[src/rtl/key_input_ctrl.sv]
// Push-button front end: per-button sync/debounce/press pulse, plus operand capture with valid/ready.
// Optional KEY_AUTO_REPEAT_EN adds hold-to-repeat on UP and DOWN.

module key_lane #(
  parameter int DEBOUNCE_CYCLES = 2_000_000,
  parameter bit REPEAT_EN       = 1'b0,
  parameter int REPEAT_DELAY    = 50_000_000,
  parameter int REPEAT_PERIOD   = 20_000_000
) (
  input  logic clk,
  input  logic rst_n,
  input  logic i_btn,
  output logic o_pulse
);
  localparam int CW = (DEBOUNCE_CYCLES > 1) ? $clog2(DEBOUNCE_CYCLES) : 1;

  logic          r_s1, r_s2, r_stb, r_stb_d;
  logic [CW-1:0] r_cnt;
  logic          w_rep;

  always_ff @(posedge clk or negedge rst_n) begin
    if (!rst_n) begin
      r_s1    <= 1'b0;
      r_s2    <= 1'b0;
      r_stb   <= 1'b0;
      r_stb_d <= 1'b0;
      r_cnt   <= '0;
      o_pulse <= 1'b0;
    end else begin
      r_s1    <= i_btn;
      r_s2    <= r_s1;
      r_stb_d <= r_stb;
      if (r_s2 == r_stb) begin
        r_cnt <= '0;
      end else if (r_cnt == CW'(DEBOUNCE_CYCLES - 1)) begin
        r_stb <= ~r_stb;
        r_cnt <= '0;
      end else begin
        r_cnt <= r_cnt + CW'(1);
      end
      o_pulse <= (r_stb & ~r_stb_d) | w_rep;
    end
  end

  if (REPEAT_EN) begin : g_rep
    localparam int RW = $clog2(REPEAT_DELAY + 1);
    logic [RW-1:0] r_hold;
    // After the first repeat the counter reloads so the next hit comes REPEAT_PERIOD later
    always_ff @(posedge clk or negedge rst_n) begin
      if (!rst_n)                             r_hold <= '0;
      else if (!(r_stb & r_stb_d))            r_hold <= '0;
      else if (r_hold == RW'(REPEAT_DELAY-1)) r_hold <= RW'(REPEAT_DELAY - REPEAT_PERIOD);
      else                                    r_hold <= r_hold + RW'(1);
    end
    assign w_rep = r_stb & r_stb_d & (r_hold == RW'(REPEAT_DELAY - 1));
  end else begin : g_norep
    assign w_rep = 1'b0;
  end
endmodule

module key_input_ctrl #(
  parameter int DEBOUNCE_CYCLES = 2_000_000,
  parameter int MAX_VAL         = 9,
  parameter int REPEAT_DELAY    = 50_000_000,
  parameter int REPEAT_PERIOD   = 20_000_000
) (
  input  logic       clk,
  input  logic       rst_n,
  input  logic [4:0] btn,
  input  logic [7:0] sw,
  input  logic       out_ready,
  output logic [4:0] key_pulse,
  output logic [7:0] data_out,
  output logic       data_valid,
  output logic       range_err
);
  localparam logic [7:0] MAXV = 8'(MAX_VAL);

  for (genvar gi = 0; gi < 5; gi++) begin : g_lane
`ifdef KEY_AUTO_REPEAT_EN
    localparam bit REP = (gi == 2) || (gi == 3);
`else
    localparam bit REP = 1'b0;
`endif
    key_lane #(
      .DEBOUNCE_CYCLES(DEBOUNCE_CYCLES),
      .REPEAT_EN      (REP),
      .REPEAT_DELAY   (REPEAT_DELAY),
      .REPEAT_PERIOD  (REPEAT_PERIOD)
    ) u_lane (
      .clk    (clk),
      .rst_n  (rst_n),
      .i_btn  (btn[gi]),
      .o_pulse(key_pulse[gi])
    );
  end

  typedef enum logic {EMPTY, FULL} state_t;

  state_t     r_state;
  logic [7:0] r_sw_s1, r_sw_s2, r_data;
  logic       r_rerr;

  always_ff @(posedge clk or negedge rst_n) begin
    if (!rst_n) begin
      r_state <= EMPTY;
      r_sw_s1 <= '0;
      r_sw_s2 <= '0;
      r_data  <= '0;
      r_rerr  <= 1'b0;
    end else begin
      r_sw_s1 <= sw;
      r_sw_s2 <= r_sw_s1;
      r_rerr  <= 1'b0;
      // CANCEL outranks capture; a legal capture outranks the ready handshake
      if (key_pulse[1]) begin
        r_state <= EMPTY;
      end else if (key_pulse[0]) begin
        if (r_sw_s2 <= MAXV) begin
          r_data  <= r_sw_s2;
          r_state <= FULL;
        end else begin
          r_rerr <= 1'b1;
        end
      end else if (r_state == FULL && out_ready) begin
        r_state <= EMPTY;
      end
    end
  end

  assign data_out   = r_data;
  assign data_valid = (r_state == FULL);
  assign range_err  = r_rerr;
endmodule

[config.mk]
export PLATFORM = sky130hd
export DESIGN_NAME = key_input_ctrl
export DESIGN_NICKNAME = d
export VERILOG_FILES = /design/src/rtl/key_input_ctrl.sv
export SDC_FILE = /design/constraint.sdc
export NUM_CORES = 1
export LEC_CHECK = 0
export CORE_MARGIN = 1
export CORE_UTILIZATION = 50
export DETAILED_ROUTE_END_ITERATION = 8
export HOLD_SLACK_MARGIN = 0.1
export PLACE_DENSITY = 0.75
export SETUP_SLACK_MARGIN = 0.3
export SLEW_MARGIN = 20
export SYNTH_ARGS = -nofsm -noshare
export SYNTH_HDL_FRONTEND = slang
export SYNTH_SLANG_ARGS = --single-unit
[constraint.sdc]
create_clock -name clk -period 2.3 [get_ports clk]
set_input_delay 0.345 -clock clk [delete_from_list [all_inputs] [get_ports clk]]
set_output_delay 0.345 -clock clk [all_outputs]
set_load 0.02 [all_outputs]
==> results.cfg, run 1 <==
[clock_tree]
clock-sinks = 156
clock_path_buffers = 2
cts_tree = built
cts-root-buf = clkbuf_16
numCtsBuffers = 17
htreeDepth = 4
path_clk_slew_ps = 60
insertion_delay_ps = 430

[timing]
hold_viol_final = 0
rsz0062_at_grt = true
tightestPinTransition_ps = 506
fmax_ghz = 0.501
timing.final.crit_share_pct = 86.8
layout_setup_ws_ps = 303
fin_crit_ps = 2000
finalSetupViolations = 0
skew_ps = 6.73
fin_tns_setup_ps = 0
slew-limit-headroom_pct = 66.3
drv_slew = 0

[drt]
antenna_left = 0
vias = 5023
first_pass_iters = 5
wirelength_um = 13300
post_drt_wl_per_cell_um = 15.3
drt_iter0_markers = 276
vias_per_cell = 5.76
drc_errors = 0

[placed_design]
portBuffers = 30
placed_cells = 831
place_hpwl_um = 8670
pre_cts_ws_ps = 159
gp_congestion = 0.860

[finish]
final_common_cell = dfrtp_1
final_util_pct = 60.8
drive_gt1_share_pct = 12.5
fillers = 1062
final_cell_mix = dfrtp_1 (152), nor2_1 (74), nand3_1 (40), xor2_1 (40), a21oi_1 (34)
multiInputGateArea_sq_um = 2810
nNetsFinal = 704
antenna_cells = 0
seqCellArea_sq_um = 3910
final_cells = 872
synthToLayoutAreaGrowth_pct = 18.0

[synthesis]
yosysWarningCount = 0
syn_inst = 637
synth_nets = 658
synth_edf_count = 0
synth.lib_cells_used.distinct = 43
ys_seq_area_share_pct = 56.8
syn_area_per_cell_sq_um = 10.8
postSynth.asyncResetShare_pct = 100
ys_seq_elements = 156
syn_area_sq_um = 6870
synth-main-ff-cell = dfrtp_1

[critical_path]
worst-setup-path-type = flop to flop
path_max_fanout = 5
crit_required_ps = 2650
slowest_stage = or4_4
slowest_delay_ps = 600
cp-end-kind = flop
path_buf_inv = 0
critical_path.top_delay_family = simple AND/OR/NAND/NOR gates
start_kind = flop
cp_data_arrival_time_ps = 2350
path_cells = ha_4 -> nand4_1 -> or4_4 -> or4_1 -> a21oi_1

[grt]
grt_antenna_before_repair = 0
grt-ovfl-total = 0
grt_usage_pct = 20.8
grt_first_pass_wirelength_um = 23400
grt_max_degree = 54
first_global_vias = 5043

[floorplanning]
row_count = 42
dieHeight_um = 119
core_sq_um = 13300
die-area_sq_um = 14200
die_x_um = 119
initial_utilization_pct = 51.5
ios = 31

[power_and_ir_drop]
peakVddDrop_v = 0.000568
pwr_density_cell_nw_per_um2 = 724
power.leakage_nw = 3.41

[job]
cap_violations = 0

[worst_hold_path]
hold_path_class = flop to flop

[status]
status = finished, final reports clean
where the power goes:
group | switching [mW] | leakage, nW | internal, mW
logic | 0.122 | 1.02 | 0.0830
clock network | 1.17 | 0.294 | 1.68
registers | 0.0307 | 2.10 | 2.79
total | 1.32 | 3.41 | 4.55
cell families after synthesis:
kind of cell	Yosys count	synth area share (%)
multiplexers	9	1.47
adder cells (fa/ha/maj)	5	0.910
XOR/XNOR	64	8.16
flip-flops	156	56.8
AND/OR/NAND/NOR	281	22.2
AO/OA/AOI/OAI	79	7.70
buffers and inverters	43	2.77
path summary, 6_finish.rpt:
path | startpoint | end | slack, ps | cells after the start
min in group asynchronous | rst_n | g_lane[4].u_lane.r_s2 | 440 | 2
max | g_lane[4].u_lane.r_cnt[0] | g_lane[4].u_lane.r_cnt[20] | 300 | 5
min | r_sw_s1[0] | r_sw_s2[0] | 350 | 0
max reg2reg | g_lane[4].u_lane.r_cnt[0] | g_lane[4].u_lane.r_cnt[20] | 300 | 5
max in group asynchronous | rst_n | g_lane[4].u_lane.r_cnt[10] | 1170 | 3
min reg2reg | r_sw_s1[0] | r_sw_s2[0] | 350 | 0
Yosys cell counts, drive strengths merged (2+ instances only):
cell type	n	area [sq um]
and4	12	105
nand4b	3	26.3
ha	5	62.6
inv	18	67.6
a21oi	35	179
o31ai	15	113
nand4	31	194
nor4b	5	43.8
nand2	31	116
o41ai	3	82.6
nor2b	5	31.3
or3	16	100
xor2	40	350
nor3	8	40.0
xnor2	24	210
nor2	74	278
o21ai	19	95.1
dfrtp	156	3900
nor4	13	81.3
or4	19	146
clkbuf	12	46.3
and3	9	57.6
buf	13	76.3
mux2	9	101
and2	10	62.6
nand3	41	210
o21ba	2	20.0
routing by layer:
metal  part of all wire (%)  track usage [%]  wire [um]
met5                      0                0          0
met4                    2.1             7.67        280
met3                    3.5             5.12        467
met2                     50             34.7       6710
met1                     44             26.1       5870
registers in the layout (all words and copies together) (netlist names):
name / cells
data_out: 8
data_valid: 1
g_lane.u_lane.o_pulse: 5
g_lane.u_lane.r_cnt: 105
g_lane.u_lane.r_s1: 5
g_lane.u_lane.r_s2: 5
g_lane.u_lane.r_stb: 5
g_lane.u_lane.r_stb_d: 5
r_sw_s1: 8
r_sw_s2: 8
range_err: 1
area by class of cell:
type | count | area share (%)
clock buffer | 19 | 5.58
clock inverter | 13 | 1.91
inverter | 18 | 0.833
multi-input combinational | 438 | 34.7
sequential | 156 | 48.2
tap | 176 | 2.71
timing repair buffer | 52 | 6.09
repair_timing:
item | CTS | global route
hold buffers | 1 | 0
resized for setup | 5 | 9
endpoints found under the hold margin | 50 | 0
pin swaps | 1 | 4
setup buffers | 2 | 6
setup endpoints to repair | 7 | 18
gates cloned | 0 | 0
stage by stage:
stage               total power, mW  hold slack, ps  cell area, sq um
detailed placement             3.06             333              7390
CTS                            5.90             335              8040
finish                         5.87             346              8110
global route                   6.07             348              8110
global placement               3.05             328              7390
floorplan                      2.94            49.4              6870
Note: power is estimated with default switching activity, not from simulation.
==> run 2, diff against run 1 <==
==> constraint.sdc (replaced) <==
create_clock -name clk -period 2.07 [get_ports clk]
set_input_delay 0.3105 -clock clk [delete_from_list [all_inputs] [get_ports clk]]
set_output_delay 0.3105 -clock clk [all_outputs]
set_load 0.02 [all_outputs]
==> run 2 against run 1 <==
Against the previous run:
- flip-flop and latch count is the same
- setup slack worse by 110 ps
- design area rose by 6.8%
- clock-buffer cell count unchanged
- total power is 19% higher
- sequential share of layout area down 3.0 points
- critical path depth stayed put
- worst hold slack worse by 23 ps
- maximum frequency increased by 6.2%
- sequential power is 11% higher
- highest routed layer unchanged
==> results.cfg, run 2 (synthesis gave the netlist of run 1 again) <==
[floorplanning]
die-area_sq_um = 14200
dieHeight_um = 119
die_x_um = 119
ios = 31
row_count = 42
core_sq_um = 13300
initial_utilization_pct = 51.5

[clock_tree]
numCtsBuffers = 17
clock_path_buffers = 2
htreeDepth = 4
cts-root-buf = clkbuf_16
insertion_delay_ps = 430
clock-sinks = 156
cts_tree = built
path_clk_slew_ps = 60

[drt]
vias_per_cell = 5.67
post_drt_wl_per_cell_um = 15.9
antenna_left = 0
wirelength_um = 14500
first_pass_iters = 5
vias = 5164
drt_iter0_markers = 337
drc_errors = 0

[finish]
seqCellArea_sq_um = 3920
final_cell_mix = dfrtp_1 (145), nor2_1 (71), buf_4 (53)
largest_register = g_lane.u_lane.r_cnt
drive_gt1_share_pct = 21.9
multiInputGateArea_sq_um = 2970
largest_register_ffs = 105
nNetsFinal = 743
antenna_cells = 0
fillers = 986
synthToLayoutAreaGrowth_pct = 26.1
final_common_cell = dfrtp_1
fin_area_sq_um = 8670

[placed_design]
placed_area_sq_um = 7440
gp_congestion = 0.866
place_hpwl_um = 8740
portBuffers = 30

[timing]
fmax_ghz = 0.531
hold_viol_final = 0
fin_tns_setup_ps = 0
fin_crit_ps = 1880
drv_slew = 0
skew_ps = 9.11
finalSetupViolations = 0
timing.final.crit_share_pct = 90.9
slew-limit-headroom_pct = 66.9
tightestPinTransition_ps = 492
rsz0062_at_grt = true

[critical_path]
cp_common_cell = or4_4
slowest_stage = or4_4
worst-setup-path-type = flop to flop
crit_required_ps = 2420
crit-reg2reg-launch = g_lane[4].u_lane.r_cnt[0]
worst-r2r-setup-slack_ps = 190
cp-end-kind = flop
start_kind = flop
path_buf_inv = 0
path_cells = ha_4 -> nand4_1 -> or4_4 -> or4_4 -> a21oi_2
critical_path.top_delay_family = simple AND/OR/NAND/NOR gates
path_max_fanout = 5
rr_worst_depth = 5
cp_data_arrival_time_ps = 2230
rr_endpoint = g_lane[4].u_lane.r_cnt[20]
slowest_delay_ps = 540

[status]
status = finished, final reports clean

[worst_hold_path]
hold_path_end = r_sw_s1[7]
hold_depth = 1
hold_path_class = input port to flop
min_from = sw[7]

[grt]
top_usage_layer = met2
grt_usage_pct = 21.3
grt_max_degree = 49
met1_usage_pct = 27.3
met3_usage_pct = 4.93
grt_antenna_before_repair = 0
grt_use_met2_pct = 34.4
first_global_vias = 5009
grt-ovfl-total = 0
grt_first_pass_wirelength_um = 23800

[power_and_ir_drop]
pwr_density_cell_nw_per_um2 = 805
power.leakage_nw = 3.71
peakVddDrop_v = 0.000505

[job]
cap_violations = 0
## run 2: cell types whose count changed in the layout (fill, tap and decap cells not counted), moves of 4 or more
cell | previous run | this run
buf_4 | 19 | 53
nor4_1 | 13 | 8
a21oi_2 | 1 | 6
clkdlybuf4s50_1 | 29 | 25
buf_6 | 1 | 6
nor4_2 | 0 | 5
bufinv_16 | 2 | 6
a21oi_1 | 34 | 29
dfrtp_1 | 152 | 145
dfrtp_2 | 4 | 11
and4_1 | 10 | 6
and4_4 | 0 | 5
## run 2: routing by layer
layer | wire (um) | vias up
met5 | 0 | -
met4 | 289 | 0
met3 | 607 | 29
met2 | 7220 | 122
met1 | 6340 | 2572
li1 | - | 2441
## run 2: area by class of cell
type,instances,area share [%]
clock buffers,19,5.23
clock inverters,13,2.73
inverters,18,0.780
multi-input cells,438,34.2
flip-flops and latches,156,45.2
well taps,176,2.54
repair buffers,91,9.28
## run 2: metrics by stage
| step | power [mW] | cells | setup WS [ps] | util (%) | hold slack, ps |
|---|---|---|---|---|---|
| finish | 6.98 | 911 | 188 | 64.9 | 323 |
| CTS | 7.00 | 882 | 212 | 62.4 | 306 |
| global route | 7.20 | 911 | 148 | 64.9 | 314 |
| global placement | 3.40 | 833 | 144 | 55.7 | 239 |
| detailed placement | 3.41 | 833 | 52.8 | 55.7 | 240 |
| floorplan | 3.27 | 637 | 203 | - | 14.9 |
## run 2: timing repair
item                                   4_1_cts  5_1_grt
gates resized for setup                     20       48
buffers inserted                            16       26
endpoints found under the hold margin       33        0
setup endpoints to repair                   63       85
cloned                                       0        3
pin swaps                                    7       14
hold buffers                                 1        0
## run 2: power breakdown
part           internal [mW]  switching [mW]  total, mW
clock network           2.34            1.25       3.58
registers               3.10          0.0361       3.14
logic                  0.111           0.147      0.258
## run 2: worst max path at each step
stage / endpoint / start / slack (ps) / cells after the start
floorplan: g_lane[3].u_lane.r_cnt[18] / g_lane[3].u_lane.r_cnt[0] / 200 / 6
global placement: g_lane[3].u_lane.r_cnt[18] / g_lane[3].u_lane.r_cnt[0] / 140 / 5
detailed placement: g_lane[3].u_lane.r_cnt[20] / g_lane[3].u_lane.r_cnt[0] / 50 / 5
CTS: g_lane[3].u_lane.r_cnt[19] / g_lane[3].u_lane.r_cnt[7] / 210 / 4
global route: g_lane[3].u_lane.r_cnt[19] / g_lane[3].u_lane.r_cnt[11] / 150 / 4
finish: g_lane[4].u_lane.r_cnt[20] / g_lane[4].u_lane.r_cnt[0] / 190 / 5
==> run 3, diff against run 2 <==
--- a/config.mk
+++ b/config.mk
@@ -5,11 +5,14 @@
 export SDC_FILE = /design/constraint.sdc
 export NUM_CORES = 1
 export LEC_CHECK = 0
+export ABC_CLOCK_PERIOD_IN_PS = 2070
+export CELL_PAD_IN_SITES_DETAIL_PLACEMENT = 0
+export CELL_PAD_IN_SITES_GLOBAL_PLACEMENT = 1
 export CORE_MARGIN = 1
-export CORE_UTILIZATION = 50
+export CORE_UTILIZATION = 48
 export DETAILED_ROUTE_END_ITERATION = 8
 export HOLD_SLACK_MARGIN = 0.1
-export PLACE_DENSITY = 0.75
+export PLACE_DENSITY = 0.86
 export SETUP_SLACK_MARGIN = 0.3
 export SLEW_MARGIN = 20
 export SYNTH_ARGS = -nofsm -noshare
==> run 3 against run 2 <==
Against the previous run:
- design area is 2.0% lower
- sequential share of layout area is 0.90 points higher
- highest routed layer unchanged
- wire length is 4.3% lower
- critical path depth stayed put
- total power is 5.0% lower
- register-to-register slack better by 20 ps
- first-iteration DRC count is 19% lower
- utilization is 4.0 points lower
- worst hold slack worse by 6.8 ps
- maximum frequency is 1.3% higher
==> results.cfg, run 3 (synthesis gave the netlist of run 1 again) <==
[status]
status = finished, final reports clean

[timing]
fin_crit_ps = 1860
drv_slew = 0
skew_ps = 7.17
layout_setup_ws_ps = 212
hold_viol_final = 0
rsz0062_at_grt = true
tightestPinTransition_ps = 452
timing.final.crit_share_pct = 89.7
fmax_ghz = 0.538
fin_tns_setup_ps = 0
slew-limit-headroom_pct = 69.6
finalSetupViolations = 0

[grt]
grt_first_pass_wirelength_um = 22700
first_global_vias = 4864
grt_antenna_before_repair = 0
grt_max_degree = 47
grt_usage_pct = 19.5
grt-ovfl-total = 0

[clock_tree]
path_clk_slew_ps = 60
numCtsBuffers = 17
htreeDepth = 4
cts-root-buf = clkbuf_16
clock_path_buffers = 2
insertion_delay_ps = 430
clock-sinks = 156
cts_tree = built

[floorplanning]
initial_utilization_pct = 49.3
row_count = 43
core_sq_um = 13900
die_x_um = 122
die-area_sq_um = 14800
dieHeight_um = 122
ios = 31

[critical_path]
critical_path.top_delay_family = simple AND/OR/NAND/NOR gates
path_buf_inv = 0
crit_required_ps = 2420
slowest_stage = or4_4
cp_data_arrival_time_ps = 2210
path_cells = ha_4 -> nand4_1 -> or4_4 -> or4_1 -> a21oi_1
path_max_fanout = 5
slowest_delay_ps = 540
crit-reg2reg-launch = g_lane[4].u_lane.r_cnt[0]
cp-end-kind = flop
crit_start = g_lane[4].u_lane.r_cnt[0]
worst-setup-path-type = flop to flop
start_kind = flop

[placed_design]
portBuffers = 30
place_hpwl_um = 8630
pre_cts_ws_ps = 74.0
gp_congestion = 0.855
placed_area_sq_um = 7460

[finish]
nNetsFinal = 736
drive_gt1_share_pct = 19.5
final_util_pct = 61.0
antenna_cells = 0
synthToLayoutAreaGrowth_pct = 23.6
final_cell_mix = dfrtp_1 (146), nor2_1 (74), buf_4 (46)
fin_area_sq_um = 8490
final_common_cell = dfrtp_1
largest_register = g_lane.u_lane.r_cnt
largest_register_ffs = 105

[drt]
antenna_left = 0
vias_per_cell = 5.56
first_pass_iters = 5
wirelength_um = 13800
vias = 5047
drt_iter0_markers = 272
post_drt_wl_per_cell_um = 15.2
drc_errors = 0

[power_and_ir_drop]
peakVddDrop_v = 0.000743
power.leakage_nw = 3.61
pwr_density_cell_nw_per_um2 = 781

[worst_hold_path]
min_from = btn[0]
hold_path_class = input port to flop

[job]
cap_violations = 0
==> run 3: cell count changes in the layout (fill, tap and decap cells not counted), moves of 3 or more <==
cell	delta
nor4_2	-3
a21oi_1	+4
nor4_1	+3
nor2_2	-3
bufinv_16	-3
buf_4	-7
nor2_1	+3
a21oi_2	-4
==> run 3: cell type report <==
cell class                      instances  area (sq um)
Timing Repair Buffer                   84           748
Clock inverter                         14           184
Sequential cell                       156          3920
Tap cell                              180           225
Fill cell                            1110          5440
Inverter                               18          67.6
Multi-Input combinational cell        438          2910
Clock buffer                           18           439
==> run 3: power by group <==
group          total (mW)  switching (mW)  internal (mW)
Sequential           3.14          0.0376           3.10
Combinational       0.245           0.142          0.103
Clock                3.25            1.29           1.95
==> run 3: worst paths after layout <==
| check | slack, ps | to | cells past startpoint |
|---|---|---|---|
| setup / recovery | 210 | g_lane[4].u_lane.r_cnt[20] | 5 |
| hold / removal | 320 | g_lane[0].u_lane.r_s1 | 1 |
| setup reg to reg | 210 | g_lane[4].u_lane.r_cnt[20] | 5 |
| hold reg to reg | 350 | g_lane[3].u_lane.r_s2 | 0 |
| max in group asynchronous | 950 | g_lane[3].u_lane.r_cnt[0] | 3 |
| min in group asynchronous | 370 | g_lane[3].u_lane.r_cnt[12] | 2 |
==> run 3: metrics by stage <==
| step | power (mW) | std cells | hold WS [ps] |
|---|---|---|---|
| 5_1_grt | 6.86 | 908 | 309 |
| 4_1_cts | 6.67 | 885 | 304 |
| 3_5_place_dp | 3.41 | 839 | 263 |
| 2_1_floorplan | 3.27 | 637 | 14.9 |
| 3_3_place_gp | 3.40 | 839 | 259 |
| 6_report | 6.63 | 908 | 316 |
==> run 3: what timing repair did <==
item	4_1_cts	5_1_grt
hold buffers	1	0
pin swaps	4	12
gates cloned	0	1
endpoints found under the setup margin	29	75
hold endpoints to repair	39	0
gates resized for setup	16	34
setup buffers	13	22
==> run 3: metal layers <==
metal	track usage, %	part of all wire [%]	up-vias
met3	4.73	3.4	19
met5	0	0	-
met1	24.9	46	2512
met4	7.41	1.6	0
li1	-	-	2432
met2	32.2	49	84
